--- config.mk ---
export PLATFORM = sky130hd
export DESIGN_NAME = cp0_intc
export DESIGN_NICKNAME = d
export VERILOG_FILES = /design/src/rtl/cp0_intc.sv
export SDC_FILE = /design/constraint.sdc
export NUM_CORES = 1
export LEC_CHECK = 0
export BUFFER_PORTS_ARGS = -buffer_cell sky130_fd_sc_hd__buf_2
export CAP_MARGIN = 30
export CORE_MARGIN = 10
export CORE_UTILIZATION = 33
export CTS_CLUSTER_DIAMETER = 30
export DETAILED_ROUTE_END_ITERATION = 10
export GPL_ROUTABILITY_DRIVEN = 1
export GPL_TIMING_DRIVEN = 0
export SETUP_SLACK_MARGIN = 0.4
export SLEW_MARGIN = 5
export SYNTH_ARGS = -nofsm -noshare
export SYNTH_HDL_FRONTEND = slang
export SYNTH_SLANG_ARGS = --single-unit
--- constraint.sdc ---
create_clock -name clk -period 2.67 [get_ports clk]
set_input_delay 0.534 -clock clk [delete_from_list [all_inputs] [get_ports clk]]
set_output_delay 0.534 -clock clk [all_outputs]
set_load 0.01 [all_outputs]
--- src/rtl/cp0_intc.sv ---
// CP0 coprocessor with integrated interrupt controller for the MonkeyMIPS core.
// Holds Count/Compare/Status/Cause/EPC, synchronises int_i and raises int_req_o.
module cp0_intc #(
    parameter int NUM_INT     = 6,
    parameter int SYNC_STAGES = 2,
    parameter int TIMER_EN    = 1,
    parameter int COUNT_DIV   = 1
) (
    input  logic               clk,
    input  logic               rst,
    input  logic [NUM_INT-1:0] int_i,
    input  logic [4:0]         raddr_i,
    output logic [31:0]        data_o,
    input  logic               we_i,
    input  logic [4:0]         waddr_i,
    input  logic [31:0]        wdata_i,
    input  logic               exc_valid_i,
    input  logic [4:0]         execode_i,
    input  logic [31:0]        exc_pc_i,
    input  logic               exc_bd_i,
    input  logic               eret_i,
    output logic               int_req_o,
    output logic               timer_int_o,
    output logic [31:0]        status_o,
    output logic [31:0]        cause_o,
    output logic [31:0]        epc_o
);

    localparam logic [4:0] ADDR_COUNT   = 5'd9;
    localparam logic [4:0] ADDR_COMPARE = 5'd11;
    localparam logic [4:0] ADDR_STATUS  = 5'd12;
    localparam logic [4:0] ADDR_CAUSE   = 5'd13;
    localparam logic [4:0] ADDR_EPC     = 5'd14;

    logic [NUM_INT-1:0] sync_q [SYNC_STAGES];
    logic [5:0]         ext_ip;
    logic [7:2]         ip_hw_q;
    logic [3:0]         presc_q;
    logic [31:0]        count_q;
    logic [31:0]        compare_q;
    logic               timer_q;
    logic [7:0]         im_q;
    logic               exl_q;
    logic               ie_q;
    logic               bd_q;
    logic [4:0]         exc_code_q;
    logic [1:0]         ip_sw_q;
    logic [31:0]        epc_q;
    logic [7:0]         ip;
    logic               tick;
    logic               count_wr;
    logic               compare_wr;

    assign count_wr   = we_i && (waddr_i == ADDR_COUNT);
    assign compare_wr = we_i && (waddr_i == ADDR_COMPARE);
    assign tick       = (presc_q == 4'(COUNT_DIV - 1));

    // NOTE: state is updated with non-blocking assignments so every flop samples pre-edge values.
    always_ff @(posedge clk or negedge rst) begin
        if (!rst) begin
            for (int s = 0; s < SYNC_STAGES; s++) sync_q[s] <= '0;
            ip_hw_q <= '0;
        end else begin
            sync_q[0] <= int_i;
            for (int s = 1; s < SYNC_STAGES; s++) sync_q[s] <= sync_q[s-1];
            ip_hw_q <= ext_ip;
        end
    end

    // NOTE: default first so unused IP lines never infer a latch.
    always_comb begin
        ext_ip = '0;
        ext_ip[NUM_INT-1:0] = sync_q[SYNC_STAGES-1];
    end

    // A Count write restarts the prescaler and overrides the increment.
    always_ff @(posedge clk or negedge rst) begin
        if (!rst) begin
            presc_q   <= '0;
            count_q   <= '0;
            compare_q <= '0;
        end else begin
            if (count_wr) begin
                count_q <= wdata_i;
                presc_q <= '0;
            end else if (tick) begin
                count_q <= count_q + 32'd1;
                presc_q <= '0;
            end else begin
                presc_q <= presc_q + 4'd1;
            end
            if (compare_wr) compare_q <= wdata_i;
        end
    end

    if (TIMER_EN != 0) begin : g_timer
        always_ff @(posedge clk or negedge rst) begin
            if (!rst)
                timer_q <= 1'b0;
            else if (compare_wr)
                timer_q <= 1'b0;
            else if (count_q == compare_q && compare_q != '0)
                timer_q <= 1'b1;
        end
    end else begin : g_no_timer
        assign timer_q = 1'b0;
    end

    // Exception entry beats ERET, and both drop a same-cycle Status/Cause/EPC write.
    always_ff @(posedge clk or negedge rst) begin
        if (!rst) begin
            im_q       <= '0;
            exl_q      <= 1'b0;
            ie_q       <= 1'b0;
            bd_q       <= 1'b0;
            exc_code_q <= '0;
            ip_sw_q    <= '0;
            epc_q      <= '0;
        end else if (exc_valid_i) begin
            if (!exl_q) begin
                epc_q <= exc_bd_i ? exc_pc_i - 32'd4 : exc_pc_i;
                bd_q  <= exc_bd_i;
            end
            exl_q      <= 1'b1;
            exc_code_q <= execode_i;
        end else if (eret_i) begin
            exl_q <= 1'b0;
        end else if (we_i) begin
            case (waddr_i)
                ADDR_STATUS: begin
                    im_q  <= wdata_i[15:8];
                    exl_q <= wdata_i[1];
                    ie_q  <= wdata_i[0];
                end
                ADDR_CAUSE: ip_sw_q <= wdata_i[9:8];
                ADDR_EPC:   epc_q   <= wdata_i;
                default: ;
            endcase
        end
    end

    assign ip          = {ip_hw_q[7] | timer_q, ip_hw_q[6:2], ip_sw_q};
    assign status_o    = {16'd0, im_q, 6'd0, exl_q, ie_q};
    assign cause_o     = {bd_q, 15'd0, ip, 1'b0, exc_code_q, 2'b00};
    assign epc_o       = epc_q;
    assign timer_int_o = timer_q;
    assign int_req_o   = ie_q & ~exl_q & (|(ip & im_q));

    always_comb begin
        data_o = '0;
        case (raddr_i)
            ADDR_COUNT:   data_o = count_q;
            ADDR_COMPARE: data_o = compare_q;
            ADDR_STATUS:  data_o = status_o;
            ADDR_CAUSE:   data_o = cause_o;
            ADDR_EPC:     data_o = epc_q;
            default:      data_o = '0;
        endcase
    end

endmodule

* Yosys cells after proc, flatten, opt, wreduce, memory -nomap -nowiden
Index checks and enable logic that the tools add are counted.
Word-level totals: register bits after elaboration 137, bits of input ports 91, logic and storage cells 71
Operators by class: $add $sub $neg 3, eq/ne operators 13, muxes and demuxes 17, bitwise logic cells 7, reductions and logical operators 17
Operators with widths (number):
- 2-to-1 mux 32 bit | 8
- case mux 32 bit (5 select lines) | 1
- equality test 5 x 4 -> 1 bit, second input constant | 10
- adder 32 x 1 -> 32 bit, second input constant | 1
- equality test 32 bit | 1
- nonzero test 32 bit | 1
- subtractor 32 x 3 -> 32 bit, second input constant | 1
- AND reduction 4 bit | 3
- bitwise AND 8 bit | 1
- 2-to-1 mux 4 bit | 2
- nonzero test 2 bit | 4
- OR reduction 8 bit | 1
- 2-to-1 mux 1 bit | 6
- nonzero test 3 bit | 2
- adder 4 x 1 -> 4 bit, second input constant | 1
- logical NOT 4 bit | 1
- inequality test 2 bit, second input constant | 2
- AND reduction 2 bit | 2
- logical AND 1 bit | 3
- inverter 1 bit | 3
- bitwise AND 1 bit | 2
- OR 1 bit | 1

* Depth between registers and ports, before layout
Gate-level depths: netlist of the first run.
word-level depth 5, gate-level depth with buffers 9, gate-level depth less buffers 7

* Worst setup path before layout of the first run
No wires, ideal clock.
kind input-to-reg, from input exc_pc_i[20], to register epc_q[23] (netlist: epc_o[23]), setup time 0.064 ns, arrival time 2.413 ns, required time 2.606 ns, path slack 0.193 ns, cell stages on the path 6, buffers on the path 1, cell sequence or4_4 -> or4_4 -> buf_6 -> or3_1 -> a311oi_1 -> a21o_1
Between the ends: cells in the longest elaborated chain, start to end 4
RTL lines:
- from (decl) | line 19 | input logic [31:0] exc_pc_i,
- subtractor 32 x 3 -> 32 bit | line 121 | epc_q <= exc_bd_i ? exc_pc_i - 32'd4 : exc_pc_i;
- 2-to-1 mux 32 bit | line 121
- 2-to-1 mux 32 bit | line 120 | if (!exl_q) begin
- 2-to-1 mux 32 bit | line 119 | end else if (exc_valid_i) begin
- to (signal assigned) | line 121
- to (signal assigned) | line 136 | ADDR_EPC: epc_q <= wdata_i;
- to (decl) | line 48 | logic [31:0] epc_q;
Every way passes these cells. The select of a mux whose other input is x is not followed. A chain may end at the register's enable or synchronous reset.

* Worst setup path after layout of the first run
from input raddr_i[4], to output data_o[1]
Between the ends: cells in the longest elaborated chain, start to end 2, elaborated cells on any way between the ends 6, classes of those cells eq/ne (5); mux (1)
RTL lines:
- from (decl) | line 12 | input logic [4:0] raddr_i,
- equality test 5 x 4 -> 1 bit | line 151 | case (raddr_i)
- case mux 32 bit (5 select lines) (*) | line 151
- to (decl) | line 13 | output logic [31:0] data_o,
Mark *: on every way between the ends. The rest lies on a longest branch, timed or not.

==> results of run 1 <==
-- metrics by stage --
step / setup TNS, ns / hold WS (ns)
floorplan: 0 / 0.238
global placement: -144.14 / 0.333
detailed placement: -14.88 / 0.335
CTS: 0 / 0.102
global route: 0 / 0.124
finish: 0 / 0.0708
-- per-layer routing --
layer	track usage [%]	part of all wire (%)
met5	0	0.042
met4	9.68	4.0
met3	5.55	9.0
met2	31.6	47
met1	23.7	40
-- power breakdown --
group	internal [mW]	switching, mW	leakage (nW)
logic	0.900	1.02	2.92
registers	2.50	0.623	1.66
clock network	1.24	1.08	0.278
total	4.65	2.71	4.85
-- cell type report --
class,instances,area (µm²),area share (%)
multi-input cells,598,4270,39.8
flip-flops and latches,137,3430,31.9
repair buffers,206,1240,11.6
plain buffers,96,723,6.73
clock buffers,17,425,3.96
well taps,319,399,3.72
clock inverters,15,149,1.39
inverters,24,90.1,0.839
diodes,4,10.0,0.0932
-- how the worst max path moves through the flow --
stage | to | from | slack (ns) | cells past startpoint
3_3_place_gp | count_q[24] | rst | -0.96 | 1
6_report | data_o[1] | raddr_i[4] | 0.16 | 9
2_1_floorplan | epc_o[23] | exc_pc_i[20] | 0.24 | 6
4_1_cts | data_o[7] | raddr_i[3] | 0.19 | 9
5_1_grt | data_o[31] | raddr_i[4] | 0.09 | 8
3_5_place_dp | data_o[31] | raddr_i[2] | -0.48 | 7
-- registers in the layout, indices dropped and copies added (netlist names), 2 cells and up --
register / count
ip_sw_q: 2
count_q: 32
im_q: 8
compare_q: 32
exc_code_q: 5
ext_ip: 6
epc_o: 32
presc_q: 4
ip_hw_q: 6
sync_q: 6
-- layout by cell type, fill, tap and decap left out, types with 21 or more instances in the layout --
cell,instances
nand2_1,66
buf_4,65
o21ai_0,68
xor2_1,30
conb_1,40
xnor2_1,60
inv_1,23
dfrtp_1,136
buf_2,171
nand4_1,21
mux2i_1,31
nor3b_1,21
mux2_2,48
-- repair_timing --
item / in CTS / in global routing
gates resized for setup: 86 / 48
setup buffers: 11 / 12
pin swaps: 20 / 17
setup endpoints to repair: 79 / 79
cloned: 5 / 0
-- cell families (layout without fill, tap and decap cells) --
logic type | after synthesis | in the layout | share of synthesized area [%]
fa+ha+maj | 4 | 4 | 0.628
simple gates | 237 | 238 | 16.2
buf+inv | 120 | 358 | 8.35
flops | 137 | 137 | 43.0
compound gates | 146 | 146 | 11.1
mux | 80 | 80 | 10.8
other cells | 1 | 44 | 0.0470
xor+xnor | 90 | 90 | 9.88
==> reports/metrics.yaml, run 1 <==
dr.pass1.iters: 8
synth_largest_area_cell: "dfrtp_1"
synth.most_common_cell: "dfrtp_1"
relSlewSlack_pct: 36.5
grt_usage_pct: 19.6
period_needed_ns: 2.51
status: "finished, final reports clean"
arrival_ns: 1.98
maxSlewViolCount: 0
worst_slack_ns: 0.156
die_x_um: 175
insertion_delay_ns: 0.44
setup_viol: 0
path_common_cell: "buf_6"
worstSetupEndpointType: "output port"
irDropWorstVdd_mv: 0.475
synth_commonest_cells: "dfrtp_1 (137), o21ai_0 (79), nand2_1 (66)"
fin_skew_ns: 0.0142
final_util_pct: 45.5
cpPeakStageDelay_ns: 0.27
postRouteAntennaNets: 0
num_vias: 7378
drt-total-wl_um: 31200
critPathTopFamily: "buffers and inverters"
die_h_um: 175
critical_path_class: "input port to output port"
wl_per_cell_um: 22.0
grt_overflow: 0
reg2reg_from: "presc_q[1]"
cp-start-kind: "input port"
rr_endpoint: "count_q[31]"
grt_max_degree: 76
place.gp.congestion: 0.940
ys_ff_latch: 137
rsz0062_at_grt: "true"
synthFlopType: "dfrtp_1"
cp_cell_sequence: "buf_6, nand3b_1, buf_4, nor3_4, buf_6, buf_4, buf_6, a221o_1, buf_2"
hpwlAfterDp_um: 24200
ff2ff_path_depth: 8
cts_hold_buf: 0
rows: 56
initialDrtViolationCount: 803
worst_pin_slew_ns: 0.940
die_area_um2: 30800
cp.required_ns: 2.14
vias_per_cell: 5.21
design_area_um2: 10700
clock-sinks: 137
hold_viol_final: 0
layout.nets: 1175
synth_async_sr_flop_share_pct: 100
yosysWarnings: 0
core_um2: 23600
cts-root-buf: "clkbuf_16"
ys_types: 57
cts_buffer_depth: 2
critPathSlowestCell: "nor3_4"
max_freq_mhz: 398
drv_cap: 0
synth_area_um2: 7980
pre_cts_slack_ns: -0.477
crit_fanout: 4
yosysTopAreaCellShare_pct: 43.0
place_inst: 1352
power.density_nw_per_um2: 685
tritoncts: "done"
syn_to_final_growth_pct: 34.7
fin_crit_sh_pct: 94.2
port_buffers: 178
post_dp_cell_area_um2: 9470
io_pins: 221
synth_area_leaders: "dfrtp_1 (43%), mux2_2 (6.8%), xnor2_1 (6.6%)"
grt_pass1_vias: 7404
fillers: 2281
initial_utilization_pct: 33.8
drc: 0
p_total_mw: 7.36
cts_inserted_buffers: 17
postSynthCellCount: 815
min_path_type: "input port to async pin"
drive_above_1_share_pct: 37.3
synth_edf_count: 0
cp.buffers_inverters: 6
avgSynthCellArea_um2: 9.79
cts-htree-levels: 4
ys_seq_area_share_pct: 43.0
instances_no_fill: 1416
antenna_found_initial: 6
path_clk_slew_ns: 0.07
r2r_slack_ns: 0.47
grt_pass1_wl_um: 45800
leakage_nw: 4.85
No activity file was read; power rests on OpenSTA's default activity.
==> run 2: changes to the inputs <==
--- a/config.mk
+++ b/config.mk
@@ -13,8 +13,10 @@
 export DETAILED_ROUTE_END_ITERATION = 10
 export GPL_ROUTABILITY_DRIVEN = 1
 export GPL_TIMING_DRIVEN = 0
+export RECOVER_POWER = 50
 export SETUP_SLACK_MARGIN = 0.4
 export SLEW_MARGIN = 5
 export SYNTH_ARGS = -nofsm -noshare
 export SYNTH_HDL_FRONTEND = slang
 export SYNTH_SLANG_ARGS = --single-unit
+export TNS_END_PERCENT = 50
==> run 2 against run 1 <==
The flow now finishes with violations (max-capacitance violations, max-slew violations). Combinational power hardly changed. Clock skew shrank 0.0054 ns. Sequential share of layout area up 0.35 points. Die area is the same. Worst hold slack better by 0.14 ns. Clock power up 8%. Register-to-register slack lost 0.03 ns. Final cell count shrank 0.56%. Utilization is 0.51 points lower. Fmax up 2.4%. Largest power group unchanged.
==> reports/metrics.yaml, run 2 (synthesis gave the netlist of run 1 again) <==
dr.pass1.iters: 8  # unchanged
failed_checks: "max-capacitance violations, max-slew violations"
cp.required_ns: 2.14  # about the same
core_um2: 23600  # unchanged
arrival_ns: 1.92  # -0.06 ns
ff2ff_path_depth: 10  # +2
grt_max_degree: 78  # +2.6%
cp-startpoint: "raddr_i[3]"
critical_path_class: "input port to output port"
crit_fanout: 5  # +1
cts-htree-levels: 4  # unchanged
place_inst: 1352  # unchanged
hold_viol_final: 0  # unchanged
grt_overflow: 0  # unchanged
status: "complete, but fails checks"
cts_hold_buf: 0  # unchanged
reg2reg_from: "presc_q[1]"
port_buffers: 178  # unchanged
pre_cts_slack_ns: -0.540  # -0.0634 ns
cts_inserted_buffers: 17  # unchanged
rows: 56  # unchanged
drc: 0  # unchanged
max_freq_mhz: 407  # +2.4%
initial_utilization_pct: 33.8  # unchanged
antenna_found_initial: 1  # -5
cts_buffer_depth: 2  # unchanged
hpwlAfterDp_um: 24200  # +0.13%
io_pins: 221  # unchanged
die_h_um: 175  # unchanged
mostFrequentLayoutCells: "buf_2 (153), dfrtp_1 (137), o21ai_0 (66), nand2_1 (66), buf_4 (62)"
rsz0062_at_grt: "true"
r2r_slack_ns: 0.44  # -0.03 ns
instances_no_fill: 1408  # -0.56%
layout_commonest_cell: "buf_2"
worstSetupEndpointType: "output port"
insertion_delay_ns: 0.43  # about the same
die_x_um: 175  # unchanged
leakage_nw: 4.76  # -1.8%
hp-start: "int_i[1]"
maxSlewViolCount: 77  # +77
die_area_um2: 30800  # unchanged
period_needed_ns: 2.46  # -0.0592 ns
min_path_type: "input port to flop"
holdPathStages: 1
power.density_nw_per_um2: 710  # +3.6%
cp-start-kind: "input port"
num_vias: 7285  # -1.3%
rr_endpoint: "count_q[11]"
drv_cap: 1  # +1
irDropWorstVdd_mv: 0.470  # -1.1%
path_clk_slew_ns: 0.07  # about the same
initialDrtViolationCount: 608  # -24%
layout.nets: 1170  # -0.43%
cts-root-buf: "clkbuf_16"
setup_viol: 0  # unchanged
place.gp.congestion: 0.933  # -0.76%
fin_skew_ns: 0.00877  # -0.00539 ns
grt_pass1_wl_um: 45100  # -1.5%
postRouteAntennaNets: 0  # unchanged
wl_per_cell_um: 22.0  # -0.17%
worst_slack_ns: 0.215  # +0.0592 ns
tritoncts: "done"
clock-sinks: 137  # unchanged
worst_pin_slew_ns: 1.98  # +1.04 ns
drt-total-wl_um: 31000  # -0.73%
fin_crit_sh_pct: 92.0  # -2.2 points
grt_usage_pct: 19.3  # -0.35 points
holdPathEnd: "sync_q[7]"
drive_above_1_share_pct: 33.9  # -3.4 points
syn_to_final_growth_pct: 33.2
grt_pass1_vias: 7371  # -0.45%
relSlewSlack_pct: -31.9  # -68 points
vias_per_cell: 5.17  # -0.70%
## run 2: report_power, final
group / total (mW) / leakage (nW) / internal, mW / switching, mW
combinational: 1.91 / 2.80 / 0.899 / 1.01
sequential: 3.12 / 1.66 / 2.50 / 0.613
clock: 2.51 / 0.309 / 1.44 / 1.07
## run 2: worst max-delay path by stage
stage / end / slack (ns) / depth (start not counted)
floorplan: epc_o[23] / 0.24 / 6
global placement: count_q[24] / -0.95 / 1
detailed placement: data_o[31] / -0.54 / 7
CTS: data_o[17] / 0.20 / 9
global route: data_o[30] / 0.18 / 9
finish: data_o[7] / 0.21 / 9
## run 2: through the flow
stage / hold WS (ns) / cell area, µm² / power, mW / utilization, % / TNS, ns
floorplan: 0.238 / 8140 / 4.08 / - / 0
global placement: 0.333 / 9430 / 4.84 / 39.9 / -141.65
detailed placement: 0.335 / 9460 / 4.89 / 40.1 / -14.99
CTS: 0.158 / 10600 / 7.52 / 44.7 / 0
global route: 0.196 / 10600 / 7.85 / 45.0 / 0
finish: 0.206 / 10600 / 7.54 / 45.0 / 0
## run 2: what timing repair did
action,4_1_cts,5_1_grt
pin swaps,18,12
setup endpoints to repair,83,116
gates cloned,5,0
resized for setup,83,26
setup buffers,14,4
## run 2: critical path, cell delays in order
cell	delay [ns]
buf_8	0.10
nand3b_1	0.14
nand2b_4	0.16
clkbuf_16	0.14
buf_12	0.10
nor2_4	0.04
a222oi_1	0.47
inv_1	0.08
buf_2	0.15
## run 2: layout make-up
| cell class | count | area (µm²) |
|---|---|---|
| fillers | 2324 | 13000 |
| plain buffers | 96 | 713 |
| multi-input cells | 598 | 4210 |
| diodes | 1 | 2.50 |
| clock inverters | 15 | 199 |
| repair buffers | 201 | 1150 |
| well taps | 319 | 399 |
| inverters | 24 | 90.1 |
| clock buffers | 17 | 425 |
| flip-flops and latches | 137 | 3430 |
## run 2: layer usage
metal / share of wire (%) / global-route usage, % / vias to the layer above
met5: 0 / 0 / -
met4: 4.2 / 9.15 / 0
met3: 8.7 / 5.51 / 70
met2: 47 / 31.8 / 340
met1: 40 / 22.7 / 3519
li1: - / - / 3356
